File: config.mk
export PLATFORM = sky130hd
export DESIGN_NAME = imu_message_reader393
export DESIGN_NICKNAME = d
export VERILOG_FILES = /design/src/rtl/imu_message_reader393.sv
export SDC_FILE = /design/constraint.sdc
export NUM_CORES = 1
export LEC_CHECK = 0
export CAP_MARGIN = 20
export CORE_MARGIN = 1.5
export CORE_UTILIZATION = 57
export CTS_BUF_LIST = sky130_fd_sc_hd__clkbuf_2
export DETAILED_ROUTE_END_ITERATION = 7
export HOLD_SLACK_MARGIN = 0.08
export PLACE_DENSITY_LB_ADDON = 0.08
export REMOVE_ABC_BUFFERS = 1
export SLEW_MARGIN = 25
export SYNTH_ARGS = -nofsm -noshare
export SYNTH_HDL_FRONTEND = slang
export SYNTH_SLANG_ARGS = --single-unit
File: constraint.sdc
create_clock -name xclk_i -period 8.8 [get_ports xclk_i]
set_clock_uncertainty 0.1 [all_clocks]
set_input_delay 1.32 -clock xclk_i [delete_from_list [all_inputs] [get_ports xclk_i]]
set_output_delay 1.32 -clock xclk_i [all_outputs]
set_load 0.1 [all_outputs]
File: src/rtl/imu_message_reader393.sv
// Message-channel reader for the IMU logger: captures a timestamp per event, then streams a
// 32-halfword record (4 timestamp halfwords + 28 message halfwords) on a valid/ready port.
module imu_message_reader393 #(
   parameter logic [3:0]  CHANNEL     = 4'd3,
   parameter logic [15:0] RDY_TIMEOUT = 16'd65535
) (
   input  logic        xclk_i,
   input  logic        rst_i,
   input  logic        en_i,
   input  logic        msg_ts_i,
   input  logic        msg_rdy_i,
   output logic        msg_rd_stb_o,
   input  logic [15:0] msg_rdata_i,
   output logic        ts_req_o,
   input  logic        ts_valid_i,
   input  logic [31:0] ts_sec_i,
   input  logic [19:0] ts_usec_i,
   output logic        out_valid_o,
   input  logic        out_ready_i,
   output logic [15:0] out_data_o,
   output logic        out_first_o,
   output logic        out_last_o,
   output logic [7:0]  drop_cnt_o,
   output logic        busy_o
);

   typedef enum logic [2:0] {StIdle, StTsWait, StRdyWait, StEmitTs, StEmitData} state_e;

   state_e      state_q, state_d;
   logic [4:0]  wcnt_q, wcnt_d;
   logic [15:0] tmo_q, tmo_d;
   logic [31:0] sec_q, sec_d;
   logic [19:0] usec_q, usec_d;
   logic        out_valid_q, out_valid_d;
   logic [15:0] out_data_q, out_data_d;
   logic        out_first_q, out_first_d;
   logic        out_last_q, out_last_d;
   logic [7:0]  drop_q, drop_d;

   logic        have_word, load, stb, ev_busy, ev_tmo;
   logic [15:0] word;
   logic [8:0]  drop_sum;

   always_comb begin
      state_d     = state_q;
      wcnt_d      = wcnt_q;
      tmo_d       = tmo_q;
      sec_d       = sec_q;
      usec_d      = usec_q;
      out_valid_d = out_valid_q;
      out_data_d  = out_data_q;
      out_first_d = out_first_q;
      out_last_d  = out_last_q;
      stb         = 1'b0;
      ev_tmo      = 1'b0;

      case (wcnt_q)
         5'd0:    word = usec_q[15:0];
         5'd1:    word = {CHANNEL, 8'h00, usec_q[19:16]};
         5'd2:    word = sec_q[15:0];
         5'd3:    word = sec_q[31:16];
         default: word = msg_rdata_i;
      endcase

      // hw0 is loaded straight out of RDY_WAIT so it appears two cycles after ts_valid
      have_word = (state_q == StRdyWait && msg_rdy_i) || state_q == StEmitTs ||
                  state_q == StEmitData;
      load      = en_i && have_word && (!out_valid_q || out_ready_i);
      ev_busy   = en_i && msg_ts_i && state_q != StIdle;

      if (load) begin
         out_valid_d = 1'b1;
         out_data_d  = word;
         out_first_d = wcnt_q == 5'd0;
         out_last_d  = wcnt_q == 5'd31;
         wcnt_d      = wcnt_q + 5'd1;
      end else if (out_ready_i) begin
         out_valid_d = 1'b0;
      end

      case (state_q)
         StIdle: begin
            if (msg_ts_i) state_d = StTsWait;
         end
         StTsWait: begin
            if (ts_valid_i) begin
               sec_d   = ts_sec_i;
               usec_d  = ts_usec_i;
               tmo_d   = 16'd0;
               state_d = StRdyWait;
            end
         end
         StRdyWait: begin
            if (msg_rdy_i) begin
               if (load) state_d = StEmitTs;
            end else begin
               tmo_d = tmo_q + 16'd1;
               if (tmo_d == RDY_TIMEOUT) begin
                  ev_tmo  = 1'b1;
                  wcnt_d  = 5'd0;
                  state_d = StIdle;
               end
            end
         end
         StEmitTs: begin
            if (load && wcnt_q == 5'd3) state_d = StEmitData;
         end
         StEmitData: begin
            stb = load;
            if (load && wcnt_q == 5'd31) begin
               wcnt_d  = 5'd0;
               state_d = StIdle;
            end
         end
         default: state_d = StIdle;
      endcase

      drop_sum = {1'b0, drop_q} + {8'd0, ev_busy} + {8'd0, ev_tmo};
      drop_d   = drop_sum[8] ? 8'hFF : drop_sum[7:0];

      if (!en_i) begin
         state_d     = StIdle;
         wcnt_d      = 5'd0;
         tmo_d       = 16'd0;
         out_valid_d = 1'b0;
         out_data_d  = 16'h0000;
         out_first_d = 1'b0;
         out_last_d  = 1'b0;
         drop_d      = drop_q;
      end
   end

   always_ff @(posedge xclk_i) begin
      if (rst_i) begin
         state_q     <= StIdle;
         wcnt_q      <= 5'd0;
         tmo_q       <= 16'd0;
         sec_q       <= 32'd0;
         usec_q      <= 20'd0;
         out_valid_q <= 1'b0;
         out_data_q  <= 16'h0000;
         out_first_q <= 1'b0;
         out_last_q  <= 1'b0;
         drop_q      <= 8'd0;
      end else begin
         state_q     <= state_d;
         wcnt_q      <= wcnt_d;
         tmo_q       <= tmo_d;
         sec_q       <= sec_d;
         usec_q      <= usec_d;
         out_valid_q <= out_valid_d;
         out_data_q  <= out_data_d;
         out_first_q <= out_first_d;
         out_last_q  <= out_last_d;
         drop_q      <= drop_d;
      end
   end

   assign msg_rd_stb_o = stb;
   assign ts_req_o     = state_q == StTsWait;
   assign busy_o       = state_q != StIdle;
   assign out_valid_o  = out_valid_q;
   assign out_data_o   = out_data_q;
   assign out_first_o  = out_first_q;
   assign out_last_o   = out_last_q;
   assign drop_cnt_o   = drop_q;

endmodule

==> impl_metrics.py, run 1 <==
metrics = {
    "status": {
        "status": "finished, final reports clean",
    },
    "cells_and_area": {
        "fin_util_pct": 73.1,
        "layout-drive-gt1-share_pct": 6.23,
        "antennaDiodeCount": 0,
        "nNetsFinal": 753,
        "areaGrowthSynthToFinish_pct": 24.6,
    },
    "floorplan": {
        "pin_count": 105,
        "core_um2": 8180,
        "dieWidth_um": 94.8,
        "die_h_um": 94.8,
        "rows": 33,
        "die_area_um2": 8980,
        "start_util_pct": 58.7,
    },
    "cts": {
        "clkLatencyLatePin_ns": 0.58,
        "ctsResizeCount": 0,
        "cts_buffers": 9,
        "cts_tree": "done",
        "clock-sinks": 103,
        "post_cts_buffers": 0,
        "htreeDepth": 3,
        "ctsHoldBuffers": 0,
        "path_clk_slew_ns": 0.33,
        "cts_max_path_buffers": 2,
        "clock-root-buffer": "clkbuf_2",
    },
    "hold_path": {
        "holdPathStages": 2,
        "min_to": "sec_q[27]",
        "min_from": "sec_q[27]",
        "hp-class": "flop to flop",
    },
    "logic_synthesis": {
        "synth_edf_count": 0,
        "ys_ff_latch": 103,
        "synth_cell_types": 58,
        "synth_area_per_cell_um2": 8.12,
        "ys.flop_type": "dfxtp_1",
        "synth.yosys.seq_area_share_pct": 43.0,
        "netlist_area_um2": 4800,
        "synth_warnings": 0,
        "synth_cells": 591,
        "synth_async_sr_flop_share_pct": 0,
    },
    "route": {
        "ant_nets": 0,
        "drt_iter0_drc": 274,
        "drc_errors": 0,
        "avgRoutedWirePerCell_um": 15.3,
        "routed_via_density": 5.88,
        "routed_wl_um": 11900,
        "vias": 4579,
        "dr.pass1.iters": 5,
    },
    "timing": {
        "period_share_pct": 57.8,
        "tns_ns": 0,
        "final.min_clock_period_ns": 5.09,
        "hold_viol": 0,
        "fmax_mhz": 197,
        "setup_viol_count_final": 0,
        "rsz0062_at_grt": "no",
        "layout_setup_ws_ns": 3.71,
        "hold_slack_ns": 0.372,
        "maxSlewViolCount": 0,
        "relSlewSlack_pct": 32.9,
        "tightest_slew_ns": 1.01,
    },
    "power": {
        "p_leak_uw": 0.00198,
        "vdd_ir_drop_max_mv": 0.0999,
        "power_density_nw_per_um2": 134,
        "fin_total_pwr_uw": 802,
    },
    "run": {
        "cap_viol_max_count": 0,
    },
    "worst_setup_path": {
        "required_ns": 7.38,
        "rr_worst_depth": 9,
        "critPathLaunchType": "input pin",
        "rr_startpoint": "state_q[1]",
        "r2r_end": "drop_cnt_o[1]",
        "r2r_slack_ns": 5.28,
        "setup.worst_path.class": "input pin to primary output",
        "endpoint_kind": "primary output",
        "worstPathArrival_ns": 3.67,
        "worst-path-max-fanout": 13,
    },
    "global_routing": {
        "grt_pass1_wl_um": 19500,
        "antenna_found_initial": 0,
        "grt_pass1_vias": 4233,
        "grt.overflow.total": 0,
        "grt_max_degree": 63,
        "gr-usage-all-layers_pct": 27.4,
    },
    "placed_design": {
        "port_buffers": 104,
        "pre_cts_ws_ns": 3.75,
        "place_congestion": 0.845,
        "dp_hpwl_um": 7990,
    },
}
[logic make-up after synthesis]
group / after synthesis / synth area share (%)
adders and majority gates: 9 / 2.50
muxes: 6 / 1.25
and+or+nand+nor: 233 / 24.3
buffers and inverters: 49 / 4.35
xor gates and xnor gates: 9 / 1.64
DFF: 103 / 43.0
AOI/OAI and AO/OA: 182 / 23.0
[flip-flops by register name (all words and copies together), names as in the netlist]
name,flops
sec_q,32
usec_q,20
out_data_o,16
tmo_q,16
drop_cnt_o,8
wcnt_q,5
state_q,3
out_first_o,1
out_last_o,1
out_valid_o,1
[layer usage]
| metal | part of all wire (%) | vias up | track usage (%) |
|---|---|---|---|
| met5 | 0 | - | 0 |
| met4 | 1.1 | 0 | 7.09 |
| met3 | 5.4 | 10 | 6.44 |
| met2 | 50 | 153 | 46.9 |
| met1 | 44 | 2165 | 34.4 |
| li1 | - | 2251 | - |
[stage by stage]
stage          std cells  instance area (µm²)
2_1_floorplan        548                 4610
3_3_place_gp         763                 5860
3_5_place_dp         763                 5860
4_1_cts              779                 5970
5_1_grt              779                 5980
6_report             779                 5980
[critical path: stages]
cell             delay, ns
clkdlybuf4s50_1       0.73
nand2_1               0.21
nor2_1                0.23
clkdlybuf4s50_1       1.17
[Yosys cell counts (all sizes together) (8+ instances only)]
cell type    n  share of area [%]
nand2      127                9.9
dfxtp      103                 43
a21oi       94                9.8
o21ai       31                3.2
nor2        29                2.6
clkbuf      27                2.1
buf         16                1.7
nand3       13                1.6
a222oi      12                2.5
nor3        11                1.3
a21boi      10                1.6
a31oi       10                1.3
a22oi        8                1.3
ha           8                2.1
[final cells by class]
cell class                      count  area, µm²
Tap cell                          105        131
Timing Repair Buffer              110       1080
Clock buffer                        9       45.0
Multi-Input combinational cell    439       2560
Sequential cell                   103       2060
Inverter                            6       22.5
Fill cell                         637       2200
Clock inverter                      7       72.6
[how the worst max path moves through the flow]
stage                         to  slack, ns   startpoint
detailed placement  msg_rd_stb_o       3.75         en_i
finish              msg_rd_stb_o       3.71         en_i
CTS                 msg_rd_stb_o       3.74         en_i
global route        msg_rd_stb_o       3.59         en_i
floorplan           msg_rd_stb_o       4.45  out_ready_i
global placement    msg_rd_stb_o       3.79         en_i
[cell usage in the layout (no fill, tap or decap), types with 3 or more instances in the layout]
cell             count
and3_1               3
nor3_1              10
nand3_1             11
a31oi_1             10
o21ai_0             30
nor4_1               5
and4_1               3
nand2b_1             4
nor3b_1              5
mux2i_1              6
clkbuf_2             9
nor2_1              27
a222oi_1            12
and2_1               3
clkdlybuf4s50_1    103
inv_1                6
xor2_1               3
a21boi_0            10
a22oi_1              8
nor2b_1              3
or3_1                7
nor4b_4              3
xnor2_1              6
a311oi_1             3
buf_4                6
dfxtp_1            103
nand4_1              3
nand2_1            126
ha_1                 8
a21oi_1             94
[report_power, final]
part | internal (µW) | switching, µW | total (µW) | leakage [µW]
Sequential | 477 | 5.72 | 483 | 0.000831
Clock | 47.1 | 177 | 224 | 0.0000697
Combinational | 45.4 | 50.3 | 95.7 | 0.00108
(Power assumes the default switching activity.)
==> run 2: changes to the inputs <==
CORE_UTILIZATION = 47   (was 57)
clock period = 4.6 ns   (was 8.8 ns; I/O delays follow)
==> run 2 against run 1 <==
Against the previous run: worst setup slack worse by 2.7 ns; highest routed layer unchanged; sequential power rose by 91%; critical endpoint is now ts_req_o; non-clock buffer count grew 2; core utilization fell by 12 points; total power is 92% higher.
==> impl_metrics.py, run 2 (synthesized netlist as in run 1, its figures left out) <==
metrics = {
    "cells_and_area": {
        "areaGrowthSynthToFinish_pct": 25.5,
        "largest_reg_flops": 32,
        "nNetsFinal": 755,
        "fillCellCount": 931,
        "final_cell_mix": "nand2_1, dfxtp_1, clkdlybuf4s50_1",
        "top_regs": "sec_q x32, usec_q x20",
        "antennaDiodeCount": 0,
        "stdcell_count": 809,
        "layout-drive-gt1-share_pct": 6.66,
        "mostFrequentLayoutCell": "nand2_1",
        "top_register": "sec_q",
    },
    "floorplan": {
        "die_h_um": 104,
        "die_area_um2": 10800,
        "core_um2": 9820,
        "rows": 36,
        "pin_count": 105,
        "start_util_pct": 48.9,
        "dieWidth_um": 104,
    },
    "global_routing": {
        "antenna_found_initial": 0,
        "grt_max_degree": 61,
        "grt.overflow.total": 0,
        "grt_pass1_vias": 4264,
        "grt_pass1_wl_um": 20000,
        "gr-usage-all-layers_pct": 22.5,
    },
    "cts": {
        "clkLatencyLatePin_ns": 0.56,
        "ctsHoldBuffers": 0,
        "path_clk_slew_ns": 0.28,
        "ctsResizeCount": 0,
        "cts_max_path_buffers": 2,
        "cts_tree": "done",
        "clock-root-buffer": "clkbuf_2",
        "clock-sinks": 103,
        "post_cts_buffers": 0,
        "cts_buffers": 9,
        "htreeDepth": 3,
    },
    "route": {
        "met1_length_um": 5470,
        "avgRoutedWirePerCell_um": 14.7,
        "routed.top_layer": "met4",
        "drc_errors": 0,
        "drt_iter0_drc": 190,
        "ant_nets": 0,
        "wl_met2_um": 5730,
        "dr.pass1.iters": 5,
        "routed_via_density": 5.49,
        "vias": 4444,
        "dr_wl_met3_um": 641,
        "routed_wl_um": 11900,
    },
    "hold_path": {
        "hp-class": "flop to flop",
        "holdPathStages": 2,
    },
    "worst_setup_path": {
        "worstPathArrival_ns": 2.82,
        "worst-path-max-fanout": 13,
        "endpoint_kind": "primary output",
        "setup.worst_path.class": "flop to primary output",
        "required_ns": 3.81,
        "rr_worst_depth": 11,
        "critPathLaunchType": "flop",
    },
    "timing": {
        "fmax_mhz": 277,
        "period_share_pct": 78.5,
        "relSlewSlack_pct": 34.5,
        "rsz0062_at_grt": "no",
        "hold_viol": 0,
        "final.min_clock_period_ns": 3.61,
        "tightest_slew_ns": 0.980,
        "setup_viol_count_final": 0,
        "maxSlewViolCount": 0,
        "tns_ns": 0,
    },
    "placed_design": {
        "place_congestion": 0.829,
        "placed_cells": 793,
        "dp_hpwl_um": 8130,
        "port_buffers": 104,
    },
    "power": {
        "vdd_ir_drop_max_mv": 0.146,
        "power_density_nw_per_um2": 256,
        "p_leak_uw": 0.00199,
    },
    "status": {
        "status": "finished, final reports clean",
    },
    "run": {
        "cap_viol_max_count": 0,
    },
}
## run 2: cell types whose count changed in the layout (fill, tap and decap cells not counted)
cell	previous run	this run
inv_8	2	0
clkinv_8	1	0
bufinv_16	0	1
inv_6	2	1
clkbuf_2	9	12
clkdlybuf4s50_1	103	102
buf_4	6	9
## run 2: final timing paths
| path | from | end | slack [ns] |
|---|---|---|---|
| min reg2reg | sec_q[2] | sec_q[2] | 0.37 |
| min | sec_q[2] | sec_q[2] | 0.37 |
| max | state_q[0] | ts_req_o | 0.99 |
| max reg2reg | tmo_q[0] | drop_cnt_o[3] | 1.18 |
## run 2: worst max-delay path, stage by stage, from the launching register on
cell,delay (ns)
dfxtp_1,0.61
nor3b_2,0.44
clkdlybuf4s50_1,1.21
## run 2: where the power goes
group	leakage, µW	switching (µW)	internal, µW
sequential	0.000831	10.5	911
clock	0.0000728	303	135
combinational	0.00109	94.4	87.3
## run 2: layer usage
layer  vias to the layer above  global-route usage, %
met5                         -                      0
met4                         0                   4.66
met3                         9                   5.14
met2                       108                   38.9
met1                      2065                   28.7
li1                       2262                      -
## run 2: through the flow
| step | power, µW | hold WS, ns | utilization (%) | worst slack [ns] | cell area [µm²] |
|---|---|---|---|---|---|
| floorplan | 1020 | 0.325 | - | 0.826 | 4610 |
| global route | 1600 | 0.388 | 61.4 | 0.820 | 6020 |
| detailed placement | 1120 | 0.346 | 60.1 | 0.884 | 5900 |
| finish | 1540 | 0.372 | 61.4 | 0.991 | 6020 |
| global placement | 1120 | 0.341 | 60.1 | 0.978 | 5900 |
| CTS | 1560 | 0.373 | 61.3 | 1.04 | 6020 |
## run 2: layout make-up
cell class / instances / area [µm²] / area share [%]
multi-input cells: 439 / 2560 / 42.6
well taps: 133 / 166 / 2.76
clock buffers: 12 / 60.1 / 0.997
clock inverters: 4 / 55.1 / 0.914
flip-flops and latches: 103 / 2060 / 34.2
inverters: 6 / 22.5 / 0.374
repair buffers: 112 / 1090 / 18.2
==> run 3: changes to the inputs <==
CORE_UTILIZATION = 52   (was 47)
clock period = 3.7 ns   (was 4.6 ns; I/O delays follow)
==> run 3 against run 2 <==
Against the previous run: wire length is 1.3% lower; worst setup slack worse by 0.63 ns; global-route usage is 2.2 points higher; flip-flop and latch count stayed put; via count is 2.5% higher; highest routed layer unchanged.
==> impl_metrics.py, run 3 (synthesized netlist as in run 1, its figures left out) <==
metrics = {
    "timing": {
        "tightest_slew_ns": 0.985,
        "tns_ns": 0,
        "hold_viol": 0,
        "fmax_mhz": 299,
        "maxSlewViolCount": 0,
        "period_share_pct": 90.3,
        "rsz0062_at_grt": "no",
        "setup_viol_count_final": 0,
        "relSlewSlack_pct": 34.1,
        "final.min_clock_period_ns": 3.34,
    },
    "cts": {
        "cts_tree": "done",
        "path_clk_slew_ns": 0.35,
        "cts_max_path_buffers": 2,
        "htreeDepth": 3,
        "clock-root-buffer": "clkbuf_2",
        "ctsHoldBuffers": 0,
        "clkLatencyLatePin_ns": 0.60,
        "clock-sinks": 103,
        "cts_buffers": 9,
        "ctsResizeCount": 0,
        "post_cts_buffers": 0,
    },
    "placed_design": {
        "placed_cells": 772,
        "place_area_um2": 5900,
        "dp_hpwl_um": 8040,
        "port_buffers": 104,
        "place_congestion": 0.848,
    },
    "power": {
        "vdd_ir_drop_max_mv": 0.210,
        "power_density_nw_per_um2": 321,
        "p_leak_uw": 0.00201,
    },
    "route": {
        "dr.pass1.iters": 7,
        "vias": 4553,
        "routed_via_density": 5.78,
        "ant_nets": 0,
        "avgRoutedWirePerCell_um": 14.9,
        "drc_errors": 0,
        "drt_iter0_drc": 261,
        "routed_wl_um": 11800,
    },
    "worst_setup_path": {
        "cp_num_buf_inv": 0,
        "worst-path-max-fanout": 6,
        "critPathLaunchType": "flop",
        "r2r_end": "drop_cnt_o[2]",
        "rr_startpoint": "tmo_q[1]",
        "cp-startpoint": "tmo_q[1]",
        "r2r_slack_ns": 0.36,
        "crit_end": "drop_cnt_o[2]",
        "cp_common_cell": "ha_1",
        "worstPathArrival_ns": 3.77,
        "rr_worst_depth": 11,
        "slowest_stage": "dfxtp_1",
        "setup.worst_path.class": "flop to flop",
        "endpoint_kind": "flop",
        "crit_family": "simple AND/OR/NAND/NOR gates",
        "worst-path-stages": 11,
        "crit_path_cell_trace": "ha_1, nand3_2, nor4_4, xnor2_1, nor4_1, fa_1, ha_1, and4_1, nand2_1, or3_1, a21oi_1",
        "required_ns": 4.13,
        "slowest_delay_ns": 0.50,
    },
    "cells_and_area": {
        "areaGrowthSynthToFinish_pct": 25.8,
        "design_area_um2": 6040,
        "top_register": "sec_q",
        "stdcell_count": 788,
        "top_regs": "sec_q x32, usec_q x20",
        "nNetsFinal": 759,
        "final_cell_mix": "nand2_1, dfxtp_1, clkdlybuf4s50_1",
        "largest_reg_flops": 32,
        "layout-drive-gt1-share_pct": 7.35,
        "mostFrequentLayoutCell": "nand2_1",
        "antennaDiodeCount": 0,
    },
    "floorplan": {
        "die_area_um2": 9820,
        "dieWidth_um": 99.1,
        "rows": 34,
        "start_util_pct": 54.3,
        "pin_count": 105,
        "die_h_um": 99.1,
        "core_um2": 8850,
    },
    "run": {
        "cap_viol_max_count": 0,
    },
    "global_routing": {
        "gr-usage-all-layers_pct": 24.7,
        "grt_max_degree": 62,
        "antenna_found_initial": 0,
        "grt_pass1_wl_um": 19900,
        "grt_pass1_vias": 4347,
        "grt.overflow.total": 0,
    },
    "hold_path": {
        "hp-class": "input pin to flop",
        "min_from": "ts_sec_i[22]",
    },
    "status": {
        "status": "finished, final reports clean",
    },
}
[run 3: cell types whose count changed in the layout (fill, tap and decap cells not counted), sizes merged]
cell	previous run	this run
clkinv	1	3
inv	7	9
clkbuf	12	9
bufinv	1	0
clkdlybuf4s50	102	101
buf	10	15
[run 3: how the worst min path moves through the flow]
stage / to / depth (start not counted) / slack (ns)
2_1_floorplan: sec_q[28] / 2 / 0.33
3_3_place_gp: sec_q[29] / 2 / 0.34
6_report: sec_q[22] / 3 / 0.33
3_5_place_dp: sec_q[30] / 2 / 0.35
4_1_cts: usec_q[5] / 3 / 0.29
5_1_grt: sec_q[28] / 3 / 0.27
[run 3: per-stage QoR]
stage / utilization, % / setup slack (ns) / power [µW] / hold WS (ns)
2_1_floorplan: - / -0.0742 / 1260 / 0.325
3_3_place_gp: 66.7 / 0.479 / 1390 / 0.340
3_5_place_dp: 66.7 / 0.324 / 1390 / 0.347
4_1_cts: 68.3 / 0.372 / 1960 / 0.288
5_1_grt: 68.3 / 0.191 / 2040 / 0.270
6_report: 68.3 / 0.359 / 1940 / 0.332
[run 3: power breakdown]
| group | switching, µW | total [µW] | internal, µW |
|---|---|---|---|
| registers | 13.1 | 1150 | 1130 |
| logic | 118 | 228 | 110 |
| clock network | 438 | 565 | 127 |
[run 3: layout make-up]
type                    count  area (µm²)
clock inverters             7        95.1
multi-input cells         439        2560
clock buffers               9        45.0
well taps                 108         135
fillers                   773        2810
repair buffers            116        1120
flip-flops and latches    103        2060
inverters                   6        22.5
[run 3: worst reg2reg max path, delay by kind of cell, from the launching register on]
kind,cells,cell delay [ns]
xor gates and xnor gates,1,0.13
and+or+nand+nor,6,1.67
AOI/OAI and AO/OA,1,0.17
DFF,1,0.50
adders and majority gates,3,0.74
[run 3: layer usage]
| layer | GRT usage [%] | part of all wire [%] |
|---|---|---|
| met4 | 8.02 | 1.3 |
| met5 | 0 | 0 |
| met1 | 30.8 | 44 |
| met3 | 5.67 | 5.8 |
| met2 | 42.3 | 49 |
